<file path="config.mk">
export PLATFORM = sky130hd
export DESIGN_NAME = irq_sequencer
export DESIGN_NICKNAME = d
export VERILOG_FILES = /design/src/rtl/irq_sequencer.sv
export SDC_FILE = /design/constraint.sdc
export NUM_CORES = 1
export LEC_CHECK = 0
export CAP_MARGIN = 40
export CORE_MARGIN = 2
export CORE_UTILIZATION = 50
export CTS_BUF_LIST = sky130_fd_sc_hd__clkbuf_8
export CTS_CLUSTER_DIAMETER = 50
export DETAILED_ROUTE_END_ITERATION = 8
export PLACE_DENSITY_LB_ADDON = 0.3
export RECOVER_POWER = 25
export SLEW_MARGIN = 20
export SYNTH_ARGS = -nofsm -noshare
export SYNTH_HDL_FRONTEND = slang
export SYNTH_SLANG_ARGS = --single-unit
</file>
<file path="constraint.sdc">
create_clock -name clk -period 4.8 [get_ports clk]
set_clock_uncertainty 0.15 [all_clocks]
set_input_delay 0.96 -clock clk [delete_from_list [all_inputs] [get_ports clk]]
set_output_delay 0.96 -clock clk [all_outputs]
set_load 0.05 [all_outputs]
</file>
<file path="src/rtl/irq_sequencer.sv">
// Vectored, priority-nesting user-interrupt controller for the single-cycle core.
// Latches request edges, holds enable bits and a return-PC stack popped by uret.
module irq_sequencer #(
  parameter int unsigned     NUM_IRQ  = 3,
  parameter int unsigned     PC_W     = 32,
  parameter logic [PC_W-1:0] VEC_BASE = PC_W'(32'h0000_1000)
) (
  input  logic               clk,
  input  logic               rst,
  input  logic [NUM_IRQ-1:0] irq_in,
  input  logic               instr_done,
  input  logic [PC_W-1:0]    pc_next,
  input  logic               uret,
  input  logic               csrrsi,
  input  logic               csrrci,
  input  logic [NUM_IRQ-1:0] csr_zimm,
  output logic               irq_take,
  output logic [PC_W-1:0]    irq_vector,
  output logic [PC_W-1:0]    epc,
  output logic [NUM_IRQ-1:0] ie,
  output logic [NUM_IRQ-1:0] pending,
  output logic [NUM_IRQ-1:0] in_service
);

  localparam int unsigned IdxW = (NUM_IRQ > 1) ? $clog2(NUM_IRQ) : 1;
  localparam int unsigned SpW  = $clog2(NUM_IRQ + 1);

  typedef enum logic [0:0] {StRun, StTake} state_e;

  state_e              state_q, state_d;
  logic [NUM_IRQ-1:0]  ie_q, ie_d;
  logic [NUM_IRQ-1:0]  pending_q, pending_d;
  logic [NUM_IRQ-1:0]  in_service_q, in_service_d;
  logic [NUM_IRQ-1:0]  irq_prev_q, irq_prev_d;
  logic [PC_W-1:0]     stack_q [NUM_IRQ];
  logic [PC_W-1:0]     stack_d [NUM_IRQ];
  logic [SpW-1:0]      sp_q, sp_d;
  logic [PC_W-1:0]     irq_vector_q, irq_vector_d;

  logic [NUM_IRQ-1:0]  rise;
  logic [NUM_IRQ-1:0]  take_mask;
  logic [NUM_IRQ-1:0]  top_svc;
  logic                boundary;
  logic                blocked;
  logic                cand_valid;
  logic [IdxW-1:0]     cand_idx;

  always_comb begin
    rise       = irq_in & ~irq_prev_q;
    irq_prev_d = irq_in;
    // The redirect cycle is not a boundary: the retiring instruction is discarded.
    boundary   = instr_done & (state_q == StRun);

    // Scan from the top; anything at or below the current service level is blocked.
    blocked    = 1'b0;
    cand_valid = 1'b0;
    cand_idx   = '0;
    top_svc    = '0;
    for (int i = int'(NUM_IRQ) - 1; i >= 0; i--) begin
      if (in_service_q[i] && !blocked) begin
        top_svc[i] = 1'b1;
      end
      if (in_service_q[i]) begin
        blocked = 1'b1;
      end
      if (!blocked && !cand_valid && pending_q[i] && ie_q[i]) begin
        cand_valid = 1'b1;
        cand_idx   = IdxW'(i);
      end
    end

    state_d      = StRun;
    ie_d         = ie_q;
    in_service_d = in_service_q;
    sp_d         = sp_q;
    stack_d      = stack_q;
    irq_vector_d = irq_vector_q;
    take_mask    = '0;

    if (boundary) begin
      if (uret) begin
        if (sp_q != '0) begin
          sp_d         = sp_q - SpW'(1);
          in_service_d = in_service_q & ~top_svc;
        end
      end else if (cand_valid) begin
        take_mask[cand_idx] = 1'b1;
        in_service_d        = in_service_q | take_mask;
        stack_d[sp_q]       = pc_next;
        sp_d                = sp_q + SpW'(1);
        irq_vector_d        = VEC_BASE + (PC_W'(cand_idx) << 2);
        state_d             = StTake;
      end
      // Take above used the old ie; clear beats set when both are decoded.
      if (csrrci) begin
        ie_d = ie_q & ~csr_zimm;
      end else if (csrrsi) begin
        ie_d = ie_q | csr_zimm;
      end
    end

    // A fresh edge on the source being taken survives for a second service.
    pending_d = (pending_q & ~take_mask) | rise;
  end

  always_ff @(posedge clk) begin
    if (rst) begin
      state_q      <= StRun;
      ie_q         <= '0;
      pending_q    <= '0;
      in_service_q <= '0;
      irq_prev_q   <= '0;
      sp_q         <= '0;
      irq_vector_q <= '0;
      for (int i = 0; i < int'(NUM_IRQ); i++) begin
        stack_q[i] <= '0;
      end
    end else begin
      state_q      <= state_d;
      ie_q         <= ie_d;
      pending_q    <= pending_d;
      in_service_q <= in_service_d;
      irq_prev_q   <= irq_prev_d;
      sp_q         <= sp_d;
      irq_vector_q <= irq_vector_d;
      stack_q      <= stack_d;
    end
  end

  assign irq_take   = (state_q == StTake);
  assign irq_vector = irq_vector_q;
  assign epc        = (sp_q == '0) ? '0 : stack_q[sp_q - SpW'(1)];
  assign ie         = ie_q;
  assign pending    = pending_q;
  assign in_service = in_service_q;

endmodule

</file>
Word-level counts from Yosys, hierarchy flattened
Cells that the tools add are included.

Bits in latches: 0. Word-level logic and storage cells: 93. Input port bits: 44. ROM bits: 0. Memory bits (writable): 0. Memories kept: 0. Bits in registers: 143. Output and inout port bits: 74.

Reductions and logical operators: 25. $add $sub $neg: 3. Bitwise operators: 17. Divide/modulo/power cells: 0. Mux-type cells: 32. Multiply operators: 0. $lt $le $gt $ge: 5. Shift-type cells: 0. Eq/ne operators: 1.

Operators with widths (count): 32-bit two-way mux (4); 96-bit bitwise mux (1); 32-bit binary-select mux with 2-bit select (1); 32-bit demux with 2-bit select (1); 3-bit two-way mux (8); 13-bit by 4-bit adder with 14-bit output, first input constant (1); 3-bit AND (4); 1-bit logical AND (12); 2-bit two-way mux (6); 3-bit inverter (4); 1-bit two-way mux (10); 3-bit bitwise OR (3); 3-bit greater-or-equal comparator, second input constant (2); 2-bit inverter with 3-bit output (2); 3-bit AND reduction (2); 2-bit nonzero test (3); 1-bit logical NOT (5); 2-bit by 3-bit < comparator with 1-bit output, second input constant (1); 3-bit by 1-bit < comparator with 1-bit output, second input constant (1); 1-bit inverter (3); 3-bit OR reduction (1); 2-bit by 1-bit adder with 2-bit output, second input constant (1); 1-bit demux with 2-bit select (1); 2-bit by 1-bit greater-or-equal comparator with 1-bit output, second input constant (1); 5 further kinds (5).

Depth between registers and ports, before layout
Gate-level depths: netlist (run 1).

Word-level depth: 25. Mapped depth: 9. Mapped depth without buffers: 6.

Least setup slack after synthesis (run 1)
Ideal clock, no wire load.

Kind: register to output. Start: register sp_q[0]. End: output epc[0]. Cell stages (with the launch flop): 10. Required time: 3.690 ns. Data arrival time: 2.556 ns. Path slack: 1.134 ns. Buffers on the path: 4. Path through: dfxtp_1 > inv_1 > clkbuf_1 > ha_1 > clkbuf_1 > nor2b_1 > clkbuf_1 > clkbuf_1 > a21oi_1 > nor2_1.

Longest elaborated chain between the ends: 6. Elaborated cells between the ends (all ways): 7. Those cells by class: 1 x add/sub; 4 x mux; 1 x bitwise; 1 x reduce/logical.

RTL lines: start, declared (line 37) `logic [SpW-1:0] sp_q, sp_d;`; start signal, assigned (line 124) `sp_q <= sp_d;`; 2-bit by 1-bit subtractor with 2-bit output (line 132) `assign epc = (sp_q == '0) ? '0 : stack_q[sp_q - SpW'(1)];`; 2-bit inverter with 3-bit output (implied by the code) (line 132); 32-bit binary-select mux with 2-bit select (line 132); 32-bit two-way mux (implied by the code) (2 in series) (line 132); 32-bit two-way mux (*) (line 132); end, declared (line 19) `output logic [PC_W-1:0] epc,`.

Mark *: on every way between the ends. The rest lies on a longest branch, timed or not. The select of a mux whose other input is x is not followed.

Worst setup path after layout (run 1)
Start: input uret. End: register stack_q[53] (netlist name).

Longest elaborated chain between the ends: 2.

RTL lines: start, declared (line 13) `input logic uret,`; 1-bit inverter (no source line); 3-bit AND reduction (no source line); end signal, assigned (line 126) `stack_q <= stack_d;`; end, declared (line 35) `logic [PC_W-1:0] stack_q [NUM_IRQ];`.

Every way passes these cells. A chain may end at the register's enable or synchronous reset.

==> results of run 1 <==
[synth_stat cells (all sizes together) (3+ instances only)]
| master | n | area [sq um] |
|---|---|---|
| a311oi | 4 | 35.0 |
| ha | 3 | 37.5 |
| mux2i | 32 | 320 |
| inv | 4 | 15.0 |
| nand2 | 194 | 728 |
| a21oi | 141 | 706 |
| nor2 | 70 | 263 |
| nor2b | 7 | 43.8 |
| dfxtp | 114 | 2280 |
| clkbuf | 35 | 131 |
| buf | 41 | 278 |
| nand3 | 3 | 15.0 |
| o2111a | 3 | 33.8 |
| o2111ai | 3 | 26.3 |
[power breakdown]
| group | internal, mW | leakage [nW] | total (mW) | switching (mW) |
|---|---|---|---|---|
| Sequential | 0.958 | 0.921 | 0.966 | 0.00825 |
| Clock | 0.531 | 0.211 | 0.905 | 0.374 |
| Combinational | 0.0721 | 1.11 | 0.244 | 0.172 |
| Total | 1.56 | 2.24 | 2.11 | 0.554 |
[final timing paths]
path,startpoint,endpoint,slack (ps),cells after the start
hold reg to reg,stack_q[12]$_SDFFE_PP0P_,stack_q[12]$_SDFFE_PP0P_,310,2
setup / recovery,uret,stack_q[53]$_SDFFE_PP0P_,550,6
hold / removal,stack_q[12]$_SDFFE_PP0P_,stack_q[12]$_SDFFE_PP0P_,310,2
setup reg to reg,in_service[2]$_SDFFE_PP0P_,stack_q[53]$_SDFFE_PP0P_,1210,5
[kinds of logic (layout without fill, tap and decap cells)]
logic type | Yosys count | after routing | share of synthesized area
flops | 114 | 114 | 0.449
buf+inv | 80 | 134 | 0.0835
mux | 32 | 32 | 0.0631
simple gates | 282 | 282 | 0.222
xor+xnor | 1 | 1 | 0.00172
other cells | 1 | 29 | 0.000738
compound gates | 161 | 161 | 0.172
fa+ha+maj | 3 | 3 | 0.00739
[layout make-up]
type,count,area (sq um)
clock inverter,13,144
inverter,4,15.0
tap,133,166
multi-input combinational,508,2520
fill,791,3100
clock buffer,19,262
timing repair buffer,98,1330
sequential,114,2280
[state kept, by name (all words and copies together), names as in the netlist, named ones only]
register,count
irq_prev_q,3
irq_vector,3
in_service,3
stack_q,96
sp_q,2
pending,3
irq_take,1
[worst max-delay path, cell delays in order]
cell and delay [ps]:
clkdlybuf4s50_1 530, nor4b_1 1500, o2111a_1 850, buf_4 360
nand2_1 100, a21oi_1 130
[per-layer routing]
metal / GRT usage / vias up / part of all wire
li1: - / 2305 / -
met1: 0.291 / 2272 / 0.41
met2: 0.426 / 196 / 0.52
met3: 0.0618 / 16 / 0.065
met4: 0.0886 / 0 / 0.012
met5: 0 / - / 0
==> results.md, run 1 <==
* Worst Tran Pin Value at 2210 ps
* Fin crit share at 0.886
* Bufs on Longest Clock Path at 2
* N_diodes at 0
* Final setup viols at 0
* Status: finished, violations left
* Initial antenna violation count at 0
* RSZ-0062 raised after global routing: no
* Starting Density at 0.517
* Pwr Total at 2.11 mW
* # DRC at 0
* Gr usage total at 0.245
* Dpl ws at 1140 ps
* Max-slew violations at 62
* Hold Vio Cnt, Final at 0
* CTS root buffer: clkbuf_8
* Post_cts resized at 0
* Die extent in y at 105 microns
* Slew Limit Headroom at -0.473
* Syn avg cell area at 7.54 sq um
* FMAX at 235 MHz
* CTS tree: built
* Worst path required time at 4980 ps
* Final Cell Area at 0.00672 sq mm
* Pin count of the biggest net entering global routing at 63
* Fin crit period at 4250 ps
* Leading cell type in the layout, fill and taps excluded: nand2_1
* Finished Core Util at 0.684
* Post-Synthesis Cells at 674
* YS warnings at 0
* Setup crit start kind: input pin
* Setup crit end kind: flop
* Placed Area at 0.00634 sq mm
* Flops & latches, synth at 114
* Vias in the first global route at 4701
* PwrDens at 315 mW/mm^2
* Hold Slack at 305 ps
* Total number of vias at 4789
* Initial DRC Count at 373
* Num CTS Buffers at 17
* Per-cell routed wire length at 14.8 microns
* Layout area overhead at 32.2%
* Via density at 5.39
* Skew-Pair Late Insertion Delay at 430 ps
* Peak VDD IR at 0.253 mV
* Final ANT Viol Nets at 0
* Critical Path Fanout Max at 17
* Final WS setup at 546 ps
* Seq/Total Area, Yosys at 0.449
* Final setup TNS at 0 ps
* Synth unique cells at 33
* Dominant synthesized flop cell: dfxtp_1
* Fin cells at 889
* Port buffer count at 88
* Worst hold path class: flop to flop
* Critical path class: input pin to flop
* Global-route wire length before repair at 21.7 mm
* Full die area at 0.0110 sq mm
* Placed cell count at 857
* Die width at 105 microns
* GP Congestion at 0.840
* Clock transition at path regs at 60 ps
* Grt ovf at 0
* Max Cap Viol at 2
* Fin nets at 790
* DR pass1 iterations at 7
* FFs w/ async S/R, synth at 0
* Layout cells sized above 1 at 0.102
* HPWL Detailed at 8.52 mm
* Post-synth EDFFs at 0
* Std cell rows at 36
* Core Box Area at 0.00982 sq mm
* Leakage power at 2.24 nW
* Most frequent cells in the layout: nand2_1, a21oi_1, dfxtp_1
* Cts hold-fix bufs at 0
* Routed Wire Length at 13.2 mm
* Setup bufs post-CTS at 0
* Io pins at 118
* Synth Cell Area at 0.00508 sq mm
* H-tree levels at 4
* Violated checks: capacitance limit, slew limit
* # clock sinks at 114
* CP Data Arrival Time at 4430 ps
(Power assumes the default switching activity.)
==> inputs of run 2 (changes only) <==
--- a/config.mk
+++ b/config.mk
@@ -13,6 +13,7 @@
 export DETAILED_ROUTE_END_ITERATION = 8
 export PLACE_DENSITY_LB_ADDON = 0.3
 export RECOVER_POWER = 25
+export SETUP_SLACK_MARGIN = 0.1
 export SLEW_MARGIN = 20
 export SYNTH_ARGS = -nofsm -noshare
 export SYNTH_HDL_FRONTEND = slang
==> results of run 2 <==
Same layout as run 1: the final DEF is identical, and so are final timing and power.
==> inputs of run 3 (changes only) <==
==> constraint.sdc (replaced) <==
create_clock -name clk -period 5.1 [get_ports clk]
set_clock_uncertainty 0.15 [all_clocks]
set_input_delay 1.02 -clock clk [delete_from_list [all_inputs] [get_ports clk]]
set_output_delay 1.02 -clock clk [all_outputs]
set_load 0.05 [all_outputs]
==> run 3 against run 2 <==
- the run still ends with capacitance limit, slew limit left
- sequential power fell by 5.9%
- global-route usage fell by 0.24 points
- sequential cell count did not move
- non-clock buffer count rose by 1
- first-iteration DRC count fell by 14%
- critical path type is now flop to primary output
==> results.md, run 3 (synthesis results as in run 1) <==
* Status: finished, violations left
* Violated checks: capacitance limit, slew limit
* Starting Density at 0.517 (unchanged)
* Setup crit end kind: primary output
* Sequential share of power at 0.429 (-0.028)
* Fin nets at 791 (+0.13%)
* Skew-Pair Late Insertion Delay at 420 ps (about the same)
* Crit Reg-Reg Endpoint: stack_q[79]$_SDFFE_PP0P_
* Comb pwr share at 0.110 (-0.005)
* Grt ovf at 0 (unchanged)
* Routed Wire Length at 13.1 mm (-0.88%)
* Placed Area at 0.00634 sq mm (about the same)
* Layout area overhead at 34.0%
* Final setup viols at 0 (unchanged)
* Post_cts resized at 0 (unchanged)
* Switching Share at 0.254 (-0.00844)
* Hold Vio Cnt, Final at 0 (unchanged)
* Global-route wire length before repair at 21.7 mm (about the same)
* HPWL Detailed at 8.45 mm (-0.84%)
* Final ANT Viol Nets at 0 (unchanged)
* Full die area at 0.0110 sq mm (unchanged)
* Critical Path Fanout Max at 18 (+1)
* Hold Crit Depth at 2 (unchanged)
* Cts hold-fix bufs at 0 (unchanged)
* Port buffer count at 88 (unchanged)
* Io pins at 118 (unchanged)
* Fin cells at 890 (+0.11%)
* PwrDens at 311 mW/mm^2 (-1.2%)
* GP Congestion at 0.830 (-1.3%)
* FMAX at 253 MHz
* Max-slew violations at 63 (+1.6%)
* RSZ-0062 raised after global routing: no
* Per-cell routed wire length at 14.7 microns (-0.99%)
* # DRC at 0 (unchanged)
* Worst hold path class: flop to flop
* CTS tree: built
* R2R Path Start: sp_q[0]$_SDFFE_PP0P_
* CP cell instances: inv_1, ha_2, buf_4, mux2i_1, nor2_1, a21oi_1, nor2_1, buf_12
* Gr usage total at 0.242 (-0.00241)
* Worst Tran Pin Value at 2800 ps (+592 ps)
* # clock sinks at 114 (unchanged)
* Slew Limit Headroom at -0.868 (-0.395)
* Worst path required time at 3930 ps (-1050 ps)
* Cell mode on critical path: nor2_1
* DR pass1 iterations at 5 (-2)
* Initial antenna violation count at 0 (unchanged)
* CP peak stage delay at 660 ps (-840 ps)
* Setup crit start kind: flop
* Via density at 5.36 (-0.59%)
* Setup bufs post-CTS at 0 (unchanged)
* CTS root buffer: clkbuf_8
* R2R Setup Slk at 2600 ps (+1390 ps)
* Layout cells sized above 1 at 0.107 (+0.00515)
* Pin count of the biggest net entering global routing at 64 (+1.6%)
* Num CTS Buffers at 17 (unchanged)
* Slowest CP cell: ha_2
* Total number of vias at 4766 (-0.48%)
* Leading cell type in the layout, fill and taps excluded: nand2_1
* Final setup TNS at 0 ps (unchanged)
* Die extent in y at 105 microns (unchanged)
* Initial DRC Count at 319 (-14%)
* Vias in the first global route at 4766 (+1.4%)
* Max Cap Viol at 1 (-1)
* Hold endpoint: stack_q[26]$_SDFFE_PP0P_
* Bufs on Longest Clock Path at 2 (unchanged)
* P_int at 1.58 mW (+1.3%)
* Critical path class: flop to primary output
* Peak VDD IR at 0.198 mV (-22%)
* Leakage power at 2.27 nW (+1.2%)
* Worst Min Path Start: stack_q[26]$_SDFFE_PP0P_
* CP Data Arrival Time at 2770 ps (-1660 ps)
* Fin crit share at 0.774
* Most frequent cells in the layout: nand2_1, a21oi_1, dfxtp_1
* Final Cell Area at 0.00681 sq mm (+1.3%)
* Placed cell count at 858 (+0.12%)
* Clk pwr share at 0.461 (+0.033)
* Core Box Area at 0.00982 sq mm (unchanged)
* Max FFs per register at 96 (unchanged)
* Clock transition at path regs at 60 ps (about the same)
* Largest register by flop count: stack_q
* Fin crit period at 3940 ps
* Worst reg2reg path depth at 6 (+1)
* Sw Pwr at 0.537 mW (-3.1%)
* N_diodes at 0 (unchanged)
* Std cell rows at 36 (unchanged)
* H-tree levels at 4 (unchanged)
* Die width at 105 microns (unchanged)
## run 3: cell count changes in the layout (fill, tap and decap cells not counted), moves of 2 or more
cell	previous run	this run
clkinv_4	0	2
inv_1	7	5
clkinv_2	4	1
bufinv_16	3	5
## run 3: metrics by stage
stage | power, mW | util | hold slack, ps | worst slack [ps]
after global placement | 1.15 | 0.636 | 287 | 1640
after detailed placement | 1.16 | 0.646 | 292 | 1560
after CTS | 2.13 | 0.693 | 304 | 1160
after floorplan | 1.09 | - | 286 | 1370
after global routing | 2.18 | 0.693 | 321 | 977
final | 2.12 | 0.693 | 303 | 1160
## run 3: how the worst max path moves through the flow
| stage | start | end | depth (start not counted) |
|---|---|---|---|
| after floorplan | sp_q[0]$_SDFFE_PP0P_ | epc[0] | 9 |
| after global placement | uret | stack_q[59]$_SDFFE_PP0P_ | 6 |
| after detailed placement | uret | stack_q[32]$_SDFFE_PP0P_ | 6 |
| after CTS | sp_q[0]$_SDFFE_PP0P_ | epc[9] | 8 |
| after global routing | sp_q[0]$_SDFFE_PP0P_ | epc[18] | 8 |
| final | sp_q[0]$_SDFFE_PP0P_ | epc[9] | 8 |
## run 3: critical path: cells and delay by family (launching register included)
kind / cells / cell delay [ps]
buffers and inverters: 3 / 720
adder cells (fa/ha/maj): 1 / 660
flip-flops: 1 / 420
multiplexers: 1 / 230
AO/OA/AOI/OAI: 1 / 180
AND/OR/NAND/NOR: 2 / 150
## run 3: final cells by class
| cell class | count | area [sq um] |
|---|---|---|
| repair buffers | 99 | 1340 |
| clock inverters | 13 | 208 |
| fillers | 783 | 3010 |
| multi-input cells | 508 | 2530 |
| clock buffers | 19 | 262 |
| well taps | 133 | 166 |
| flip-flops and latches | 114 | 2280 |
| inverters | 4 | 15.0 |
## run 3: per-layer routing
layer  wire (microns)  global-route usage  part of all wire  vias to the layer above
met2             6680               0.422              0.51                      206
met3              896              0.0643             0.069                       26
met5                0                   0                 0                        -
met1             5220               0.286              0.40                     2230
met4              287              0.0895             0.022                        0
li1                 -                   -                 -                     2304
## run 3: power by group through the flow
stage / combinational [mW] / clock [mW] / sequential, mW
finish: 0.233 / 0.975 / 0.909
global route: 0.247 / 1.03 / 0.910
CTS: 0.233 / 0.985 / 0.909
detailed placement: 0.232 / 0 / 0.929
global placement: 0.225 / 0 / 0.928
floorplan: 0.152 / 0 / 0.941
